## src/rtl/parity_stream_unit.sv

```systemverilog
// Frame parity generator/checker on a valid/ready stream.
// Accumulates parity over multi-beat frames and holds one result until it is accepted downstream.
module parity_stream_unit #(
    parameter int unsigned WIDTH = 8,
    parameter int unsigned CNT_W = 8,
    parameter int unsigned ERR_W = 16
) (
    input  logic             clk,
    input  logic             rst_n,
    input  logic             mode,
    input  logic             odd_sel,
    input  logic             in_valid,
    output logic             in_ready,
    input  logic [WIDTH-1:0] in_data,
    input  logic             in_last,
    input  logic             in_par,
    output logic             out_valid,
    input  logic             out_ready,
    output logic             out_par,
    output logic             out_err,
    output logic [CNT_W-1:0] out_beats,
    input  logic             err_clr,
    output logic [ERR_W-1:0] err_count
);

    typedef enum logic [1:0] {
        IDLE = 2'd0,
        ACC  = 2'd1,
        HOLD = 2'd2
    } state_t;

    localparam logic [CNT_W-1:0] BEATS_MAX = {CNT_W{1'b1}};
    localparam logic [ERR_W-1:0] ERR_MAX   = {ERR_W{1'b1}};

    state_t             state, state_d;
    logic               acc, acc_d;
    logic [CNT_W-1:0]   beats, beats_d;
    logic               mode_l, mode_l_d;
    logic               odd_l, odd_l_d;
    logic               out_valid_d, out_par_d, out_err_d;
    logic [CNT_W-1:0]   out_beats_d;
    logic [ERR_W-1:0]   err_count_d;

    logic               beat_acc;
    logic               acc_now, mode_now, odd_now, par_now;
    logic [CNT_W-1:0]   beats_now;

    assign beat_acc = in_valid && in_ready;

    // Running values including the beat on the current edge; the first beat restarts the frame.
    always_comb begin
        acc_now   = 1'b0;
        beats_now = '0;
        mode_now  = mode_l;
        odd_now   = odd_l;
        if (state == IDLE) begin
            acc_now   = ^in_data;
            beats_now = CNT_W'(1);
            mode_now  = mode;
            odd_now   = odd_sel;
        end else begin
            acc_now   = acc ^ (^in_data);
            beats_now = (beats == BEATS_MAX) ? beats : beats + CNT_W'(1);
        end
        par_now = acc_now ^ odd_now;
    end

    // Next-state and registered-output logic.
    always_comb begin
        state_d     = state;
        acc_d       = acc;
        beats_d     = beats;
        mode_l_d    = mode_l;
        odd_l_d     = odd_l;
        out_valid_d = out_valid;
        out_par_d   = out_par;
        out_err_d   = out_err;
        out_beats_d = out_beats;
        err_count_d = err_count;

        case (state)
            IDLE, ACC: begin
                if (beat_acc) begin
                    acc_d    = acc_now;
                    beats_d  = beats_now;
                    mode_l_d = mode_now;
                    odd_l_d  = odd_now;
                    state_d  = ACC;
                    if (in_last) begin
                        state_d     = HOLD;
                        out_valid_d = 1'b1;
                        out_par_d   = par_now;
                        out_err_d   = mode_now && (par_now != in_par);
                        out_beats_d = beats_now;
                        if (mode_now && (par_now != in_par) && (err_count != ERR_MAX)) begin
                            err_count_d = err_count + ERR_W'(1);
                        end
                    end
                end
            end
            HOLD: begin
                if (out_ready) begin
                    state_d     = IDLE;
                    out_valid_d = 1'b0;
                    acc_d       = 1'b0;
                    beats_d     = '0;
                end
            end
            default: begin
                state_d     = IDLE;
                out_valid_d = 1'b0;
                acc_d       = 1'b0;
                beats_d     = '0;
            end
        endcase

        // Clear wins over a coincident increment.
        if (err_clr) begin
            err_count_d = '0;
        end
    end

    always_ff @(posedge clk or negedge rst_n) begin
        if (!rst_n) begin
            state     <= IDLE;
            acc       <= 1'b0;
            beats     <= '0;
            mode_l    <= 1'b0;
            odd_l     <= 1'b0;
            out_valid <= 1'b0;
            in_ready  <= 1'b1;
            out_par   <= 1'b0;
            out_err   <= 1'b0;
            out_beats <= '0;
            err_count <= '0;
        end else begin
            state     <= state_d;
            acc       <= acc_d;
            beats     <= beats_d;
            mode_l    <= mode_l_d;
            odd_l     <= odd_l_d;
            out_valid <= out_valid_d;
            in_ready  <= !out_valid_d;
            out_par   <= out_par_d;
            out_err   <= out_err_d;
            out_beats <= out_beats_d;
            err_count <= err_count_d;
        end
    end

endmodule

```

## config.mk

```make
export PLATFORM = sky130hd
export DESIGN_NAME = parity_stream_unit
export DESIGN_NICKNAME = d
export VERILOG_FILES = /design/src/rtl/parity_stream_unit.sv
export SDC_FILE = /design/constraint.sdc
export NUM_CORES = 1
export LEC_CHECK = 0
export CORE_MARGIN = 10
export CORE_UTILIZATION = 40
export DETAILED_ROUTE_END_ITERATION = 12
export GPL_TIMING_DRIVEN = 0
export HOLD_SLACK_MARGIN = 0.1
export PLACE_DENSITY = 0.6
export SKIP_LAST_GASP = 1
export SYNTH_ARGS = -nofsm -noshare
export SYNTH_HDL_FRONTEND = slang
export SYNTH_SLANG_ARGS = --single-unit
```

## constraint.sdc

```tcl
create_clock -name clk -period 3.05 [get_ports clk]
set_clock_uncertainty 0.2 [all_clocks]
set_input_delay 0.61 -clock clk [delete_from_list [all_inputs] [get_ports clk]]
set_output_delay 0.61 -clock clk [all_outputs]
set_load 0.02 [all_outputs]
```

==> metrics, run 1 <==
I/O Buffers=43; crit start category=primary input; Hold/Removal Path Class=flip-flop to flip-flop; CP max stage cell=or4b_4; vias in the first global route=1992; total number of vias=2114; Ports=45; CTS tree=built; Synth Cell Area=0.00237 mm^2; fmax=339 MHz; Worst Reg2Reg Path Length in Cells=6; final hold viol count=0; hold path depth=2; actual slew at the worst max-slew pin=0.780 ns; Die Span Y=97.0 um; CTS sink cnt=41; First-pass DRT Iterations=5; Initial Utilization=42.0%; Crit path buffers/inverters=1; unrepaired setup endpoints after global routing=yes; CTS H-tree depth=2; Mapped Nets=270; diode count=0; proportion of layout cells with a drive suffix above 1=11.5%; Clk pwr share=21.9%; hpwl dp=4550 um; Tmin final=2.95 ns; Reg area=0.00103 mm^2; DRT Wirelength=6180 um; min setup slack post-route=0.100 ns; largest net degree at the start of global routing=28; Post-CTS Setup Bufs=0; LEAKAGE=1.18 nW; Ys Warns=0; Setup violations, final=0; CP Capture Type=flip-flop; number of synthesized flops with an enable pin=0; prevailing post-synth register cell=dfrtp_1; initial antenna violation count=0; Synth cell types=52; worst rel slew slack=47.5%; Clock transition at path regs=0.09 ns; Filler Cells Inserted=521; Placed Instance Area=0.00290 mm^2; WL/cell=16.4 um; Final Cycle Share=96.7%; CTS max path bufs=2; die area=0.00940 mm^2; Total GRT Usage=13.2%; Synth Register Bits=41; Peak VDD IR=546 uV; GR Overflow Total=0; Finished Layout Cells=376; final instance area=0.00306 mm^2; Starting DRT DRC Count=159; Core Region=0.00564 mm^2; critical path fanouts, max=5; Vias/cell=5.62; status=finished clean; post-synthesis sequential area ratio=43.4%; Multi-input gate area=0.00127 mm^2; FF-to-FF Start=in_ready; Synth async-reset ratio=100%; Gate power share=44.6%; crit-path cells=clkdlybuf4s50_1 -> nand4b_4 -> or4b_4 -> a2111oi_1 -> mux2i_1 -> a31oi_1 -> mux2_1; first-pass GRT wire length=10400 um; Slew Viols, Final=0; RePlAce Congestion=0.843; CP delay by family, top=simple AND/OR/NAND/NOR gates; required time of the critical path=3.04 ns; clock buffer count from CTS=5; CP Class=primary input to flip-flop; clk_lat worst skew=0.30 ns; CTS root buf=clkbuf_8; switching share of power=38.3%; Psw=0.814 mW; Hold Path End=out_beats[3]; syn avg cell area=9.44 um^2; post-layout net count=322; PD cells=695 mW/mm^2; sequential share of power=33.4%; most common cell after layout, fill and taps aside=clkdlybuf4s50_1; Worst Path Arrival=2.93 ns; worst hold start=out_beats[3]; post-route ant nets=0; synthesis-to-finish area growth=29.1%; most frequent cells in the layout=clkdlybuf4s50_1 (41), dfrtp_1 (40), nand2_1 (27); internal power=1.31 mW; Residual DRC=0; Rows=27; Max-Cap Viols=0; R2R Setup Slk=0.34 ns; die width=97.0 um; placed cells=367; Cells after Synth=251; RR Endpoint=err_count[13]; pre-CTS setup slack=-0.358 ns; Worst path max stage delay=0.61 ns
[layer usage]
metal / GRT usage [%] / up-vias / wire length, um
li1: - / 1030 / -
met1: 19.4 / 1004 / 3150
met2: 18.0 / 73 / 2550
met3: 3.76 / 7 / 406
met4: 3.72 / 0 / 72
met5: 0 / - / 0
[registers in the layout (all words and copies together), names as in the netlist]
name	count
err_count	16
beats	8
out_beats	8
state	2
acc	1
in_ready	1
mode_l	1
odd_l	1
out_err	1
out_par	1
out_valid	1
[power groups by stage]
stage / Sequential [mW] / Clock (mW) / Combinational, mW
finish: 0.710 / 0.466 / 0.949
global route: 0.725 / 0.503 / 1.05
global placement: 0.721 / 0 / 0.914
floorplan: 0.765 / 0 / 0.576
detailed placement: 0.722 / 0 / 0.921
CTS: 0.712 / 0.481 / 0.945
[Yosys cell counts (2+ instances only)]
| cell type | number | area [um^2] |
|---|---|---|
| mux2i_1 | 2 | 20.0 |
| clkbuf_1 | 4 | 15.0 |
| a21oi_1 | 20 | 100 |
| ha_1 | 2 | 25.0 |
| buf_4 | 2 | 15.0 |
| o21ai_1 | 7 | 35.0 |
| nand3_1 | 15 | 75.1 |
| inv_1 | 6 | 22.5 |
| or3_1 | 3 | 18.8 |
| xor2_1 | 7 | 61.3 |
| or2_2 | 2 | 12.5 |
| or4_1 | 13 | 97.6 |
| nand4_1 | 5 | 31.3 |
| nor4_1 | 2 | 12.5 |
| a2111oi_0 | 2 | 17.5 |
| buf_6 | 3 | 33.8 |
| mux2_1 | 2 | 22.5 |
| dfrtp_1 | 40 | 1000 |
| nor2b_1 | 2 | 12.5 |
| nor2_1 | 16 | 60.1 |
| o31ai_1 | 12 | 90.1 |
| o21ai_0 | 17 | 85.1 |
| nor3_1 | 2 | 10.0 |
| buf_2 | 2 | 10.0 |
| and3_1 | 2 | 12.5 |
| a31oi_1 | 2 | 12.5 |
| or4b_1 | 2 | 20.0 |
| xnor2_1 | 4 | 35.0 |
| nand2_1 | 27 | 101 |
| o41ai_1 | 2 | 17.5 |
| mux2_2 | 3 | 33.8 |
[what timing repair did]
action                                  in CTS  in global routing
hold endpoints to repair                    14                  0
hold buffers                                 1                  0
resized for setup                            2                  4
endpoints found under the setup margin       2                 11
pin swaps                                    0                  1
[worst max path at each step]
stage	startpoint	endpoint	slack [ns]	depth (start not counted)
final	in_last	err_count[13]	0.10	7
after global routing	in_last	err_count[13]	-0.03	7
after CTS	in_data[5]	err_count[6]	0.04	8
after detailed placement	in_valid	err_count[13]	-0.36	7
after global placement	in_valid	err_count[13]	-0.29	7
after floorplan	in_data[5]	err_count[6]	0.44	7
[kinds of logic after synthesis]
family          Yosys count  synth area share, %
xor+xnor                 14                 6.44
compound gates           68                 17.2
flops                    41                 43.4
simple gates            101                 24.5
fa+ha+maj                 2                 1.06
buf+inv                  18                 4.23
mux                       7                 3.22
[metrics by stage]
| stage | setup TNS [ns] | utilization, % | power, mW | hold slack, ns |
|---|---|---|---|---|
| floorplan | 0 | - | 1.34 | 0.114 |
| global placement | -3.13 | 51.2 | 1.64 | 0.267 |
| detailed placement | -3.61 | 51.5 | 1.64 | 0.266 |
| CTS | 0 | 54.0 | 2.14 | 0.291 |
| global route | -0.0342 | 54.2 | 2.28 | 0.325 |
| finish | 0 | 54.2 | 2.13 | 0.285 |
[area by class of cell]
class | instances | area share (%)
repair buffers | 45 | 14.9
clock inverters | 2 | 1.23
clock buffers | 6 | 2.70
flip-flops and latches | 41 | 33.6
well taps | 72 | 2.95
multi-input cells | 192 | 41.4
inverters | 6 | 0.736
plain buffers | 12 | 2.54
[tightest hold or removal path, stage by stage (launching register included)]
cell,delay [ns]
dfrtp_1,0.35
nand2_1,0.04
o21ai_0,0.06
(Power assumes the default switching activity.)
==> run 2, diff against run 1 <==
- SETUP_SLACK_MARGIN: not set -> 0.4
==> run 2 against run 1 <==
- power is 15% higher
- worst setup slack better by 0.32 ns
- maximum frequency is 12% higher
- global-route usage is 0.93 points higher
- clock-buffer cell count stayed put
- utilization is 6.3 points higher
- sequential cell count stayed put
- clock power is 1% higher
- non-clock buffer count is 21 higher
- sequential power is 1% lower
- routed wire length is 9.4% higher
==> metrics, run 2 (synthesis results as in run 1) <==
Vias/cell=5.60; Hold/Removal Path Class=flip-flop to flip-flop; switching share of power=38.8%; Clk pwr share=19.3%; Starting DRT DRC Count=198; Worst Path Arrival=2.62 ns; status=finished clean; Clock transition at path regs=0.09 ns; total number of vias=2222; internal power=1.49 mW; clock buffer count from CTS=5; CTS root buf=clkbuf_8; CTS sink cnt=41; GR Overflow Total=0; worst rel slew slack=50.8%; RePlAce Congestion=0.843; Die Span Y=97.0 um; largest registers=err_count: 16 flops, beats: 8 flops, out_beats: 8 flops; Placed Instance Area=0.00290 mm^2; final setup TNS=0 ns; hold slack=0.285 ns; post-layout net count=343; CP Class=primary input to flip-flop; first-pass GRT wire length=11200 um; largest net degree at the start of global routing=28; WL/cell=17.0 um; Gate power share=51.9%; Total GRT Usage=14.2%; Setup violations, final=0; Residual DRC=0; most common cell after layout, fill and taps aside=dfrtp_1; I/O Buffers=43; final hold viol count=0; crit start category=primary input; Max-Cap Viols=0; Ports=45; clk_lat worst skew=0.31 ns; Psw=0.947 mW; Initial Utilization=42.0%; Peak VDD IR=675 uV; Tmin final=2.63 ns; sequential share of power=28.8%; Slew Viols, Final=0; unrepaired setup endpoints after global routing=yes; proportion of layout cells with a drive suffix above 1=27.4%; CP max stage cell=or4b_4; First-pass DRT Iterations=4; critical path fanouts, max=5; PD cells=714 mW/mm^2; fmax=380 MHz; CTS max path bufs=2; DRT Wirelength=6760 um; crit-path cells=clkdlybuf4s15_2 -> nand4b_4 -> or4b_4 -> or4_1 -> a31oi_1 -> mux2_1; CP Capture Type=flip-flop; CTS tree=built; post-route ant nets=0; Final Cycle Share=86.2%; Rows=27; LEAKAGE=1.34 nW; synthesis-to-finish area growth=44.2%; Worst path max stage delay=0.61 ns; largest reg by FF count=err_count; die area=0.00940 mm^2; actual slew at the worst max-slew pin=0.731 ns; required time of the critical path=3.04 ns; CTS H-tree depth=2; final instance area=0.00341 mm^2; initial antenna violation count=0; Core Region=0.00564 mm^2; die width=97.0 um; hpwl dp=4550 um; most frequent cells in the layout=dfrtp_1 (37), clkdlybuf4s50_1 (30), nand2_1 (27); diode count=0; max reg flops=16; vias in the first global route=2095
[run 2: cell types whose count changed in the layout (fill, tap and decap cells not counted), moves of 4 or more]
cell             change
a21oi_1              -6
dlygate4sd2_1        +6
buf_4               +17
or4_4                +7
or4_1                -7
clkdlybuf4s50_1     -11
o31ai_1              -4
buf_6                +4
a21oi_2              +6
[run 2: layout make-up]
type	count	area, um^2
flip-flops and latches	41	1030
clock buffers	6	82.6
clock inverters	2	37.5
inverters	6	22.5
repair buffers	66	612
plain buffers	12	93.8
multi-input cells	192	1450
fillers	495	2230
well taps	72	90.1
[run 2: through the flow]
| step | total power, mW | std cells | utilization, % | setup WS (ns) |
|---|---|---|---|---|
| floorplan | 1.34 | 251 | - | 0.440 |
| global placement | 1.64 | 366 | 51.2 | -0.286 |
| detailed placement | 1.64 | 367 | 51.5 | -0.358 |
| CTS | 2.35 | 386 | 57.0 | 0.405 |
| global route | 2.59 | 397 | 60.5 | 0.301 |
| finish | 2.44 | 397 | 60.5 | 0.421 |
[run 2: worst paths after layout]
path | cells past startpoint | end | slack, ns | start
worst max-delay path | 6 | err_count[13] | 0.42 | in_valid
worst min-delay path | 2 | out_beats[3] | 0.29 | out_beats[3]
worst max register to register | 6 | err_count[13] | 0.43 | state[1]
worst min register to register | 2 | out_beats[3] | 0.29 | out_beats[3]
max in group asynchronous | 3 | in_ready | 1.56 | rst_n
min in group asynchronous | 2 | out_par | 0.55 | rst_n
[run 2: critical path, delay by kind of cell]
kind	cells	cell delay (ns)
multiplexers	1	0.33
AND/OR/NAND/NOR	3	1.21
buffers and inverters	1	0.28
AO/OA/AOI/OAI	1	0.20
[run 2: power groups by stage]
stage	Combinational, mW	Sequential (mW)	Clock (mW)
after floorplan	0.576	0.765	0
after global placement	0.914	0.721	0
after detailed placement	0.921	0.722	0
after CTS	1.17	0.704	0.481
after global routing	1.37	0.715	0.502
final	1.27	0.702	0.471
[run 2: what timing repair did]
item,in CTS,in global routing
setup endpoints to repair,17,16
resized for setup,35,36
hold endpoints to repair,14,0
pin swaps,15,20
setup buffers,9,11
hold buffers,1,0
gates cloned,1,0
[run 2: routing by layer]
layer | vias to the layer above | GRT usage (%) | wire length, um
li1 | 1071 | - | -
met1 | 1075 | 20.6 | 3310
met2 | 69 | 19.9 | 2970
met3 | 7 | 3.76 | 415
met4 | 0 | 3.72 | 72
met5 | - | 0 | 0
==> run 3, diff against run 2 <==
- clock period: 3.05 -> 3.2 ns (I/O delays scaled with it)
==> run 3 against run 2 <==
- combinational power shrank 13%
- sequential share of layout area up 0.88 points
- utilization is 1.9 points lower
- clock power down 5.7%
- sequential power shrank 3.4%
- global-route usage fell by 0.50 points
- routed wire length fell by 4.3%
- first-iteration DRC count fell by 13%
- critical path depth is 2 higher
- via count down 1.8%
- worst setup slack better by 0.026 ns
==> metrics, run 3 (synthesis results as in run 1) <==
most common cell after layout, fill and taps aside=dfrtp_1; Ports=45; Die Span Y=97.0 um; FF-to-FF Start=in_ready; CP Launch Point=odd_sel; I/O Buffers=43; actual slew at the worst max-slew pin=0.725 ns; metal3 WL=401 um; PD cells=674 mW/mm^2; Rows=27; hold slack=0.285 ns; max reg flops=16; status=finished clean; Filler Cells Inserted=503; met2 WL=2800 um; Hold/Removal Path Class=flip-flop to flip-flop; Max-Cap Viols=0; RePlAce Congestion=0.843; Starting DRT DRC Count=172; Critical Path End=err_count[15]; worst rel slew slack=51.2%; post-layout net count=329; required time of the critical path=3.23 ns; Placed Instance Area=0.00290 mm^2; CTS root buf=clkbuf_8; CP Class=primary input to flip-flop; most frequent cells in the layout=dfrtp_1 (40), clkdlybuf4s50_1 (32), nand2_1 (27); Layout Utilization=58.6%; final hold viol count=0; crit start category=primary input; Initial Utilization=42.0%; Final Cycle Share=86.0%; hpwl dp=4550 um; Total GRT Usage=13.7%; Clock transition at path regs=0.09 ns; worst hold start=out_beats[3]; proportion of layout cells with a drive suffix above 1=19.6%; diode count=0; initial antenna violation count=0; min setup slack post-route=0.447 ns; pre-CTS setup slack=-0.238 ns; fmax=363 MHz; die width=97.0 um; largest registers=err_count: 16 flops, beats: 8 flops, out_beats: 8 flops; Peak VDD IR=629 uV; CTS tree=built; die area=0.00940 mm^2; post-route ant nets=0; final instance area=0.00331 mm^2; vias in the first global route=2036; LEAKAGE=1.30 nW; final setup TNS=0 ns; RR Endpoint=err_count[13]; Highest Signal Layer=met4; clock buffer count from CTS=5; CTS H-tree depth=2; largest net degree at the start of global routing=28; Worst Reg2Reg Path Length in Cells=6; R2R Setup Slk=0.54 ns; M1 WL=3190 um; First-pass DRT Iterations=4; WL/cell=16.9 um; Core Region=0.00564 mm^2; Setup violations, final=0; DRT Wirelength=6470 um; Worst Path Arrival=2.78 ns; critical path fanouts, max=5; synthesis-to-finish area growth=39.6%; unrepaired setup endpoints after global routing=yes; first-pass GRT wire length=10800 um; Slew Viols, Final=0; Vias/cell=5.69; Residual DRC=0; total number of vias=2181; CP Capture Type=flip-flop; largest reg by FF count=err_count; CTS sink cnt=41; GR Overflow Total=0; CTS max path bufs=2; clk_lat worst skew=0.30 ns; Tmin final=2.75 ns
[run 3: cell types whose count changed in the layout (fill, tap and decap cells not counted), moves of 3 or more]
cell and delta:
or4_1 +5, dfrtp_2 -3, dfrtp_1 +3, buf_4 -13, or4_4 -5, dlymetal6s2s_1 +4
[run 3: final cells by class]
type / count / area [um^2] / share of cell area [%]
Tap cell: 72 / 90.1 / 2.73
Inverter: 6 / 22.5 / 0.681
Timing Repair Buffer: 52 / 523 / 15.8
Clock buffer: 6 / 82.6 / 2.50
Sequential cell: 41 / 1030 / 31.1
Buffer: 12 / 81.3 / 2.46
Multi-Input combinational cell: 192 / 1440 / 43.6
Clock inverter: 2 / 37.5 / 1.14
[run 3: power by group]
part | internal (mW) | switching (mW) | leakage (nW)
combinational | 0.497 | 0.610 | 0.694
clock | 0.254 | 0.190 | 0.0574
sequential | 0.608 | 0.0697 | 0.548
total | 1.36 | 0.870 | 1.30
[run 3: critical path, cell delays in order]
cell and delay (ns):
clkdlybuf4s50_1 0.42, nor3b_2 0.18, or3_4 0.36, and2_4 0.20
xor2_4 0.20, buf_6 0.15, or4_4 0.51, a21oi_2 0.13
[run 3: how the worst min path moves through the flow]
stage,to,cells after the start
floorplan,acc,0
global placement,out_beats[3],2
detailed placement,out_beats[6],2
CTS,out_beats[6],2
global route,out_par,2
finish,out_beats[3],2
[run 3: metrics by stage]
| step | cells | total power, mW |
|---|---|---|
| after floorplan | 251 | 1.28 |
| after global placement | 366 | 1.56 |
| after detailed placement | 367 | 1.57 |
| after CTS | 379 | 2.11 |
| after global routing | 383 | 2.37 |
| final | 383 | 2.23 |
[run 3: layer usage]
| layer | vias to the layer above | global-route usage, % |
|---|---|---|
| li1 | 1044 | - |
| met4 | 0 | 3.72 |
| met1 | 1058 | 20.3 |
| met3 | 9 | 3.76 |
| met5 | - | 0 |
| met2 | 70 | 18.5 |
[run 3: what timing repair did]
item,4_1_cts,5_1_grt
resized for setup,16,31
buffers inserted,2,4
gates cloned,1,0
endpoints found under the setup margin,17,16
hold buffers,1,0
pin swaps,10,15
hold endpoints to repair,14,0
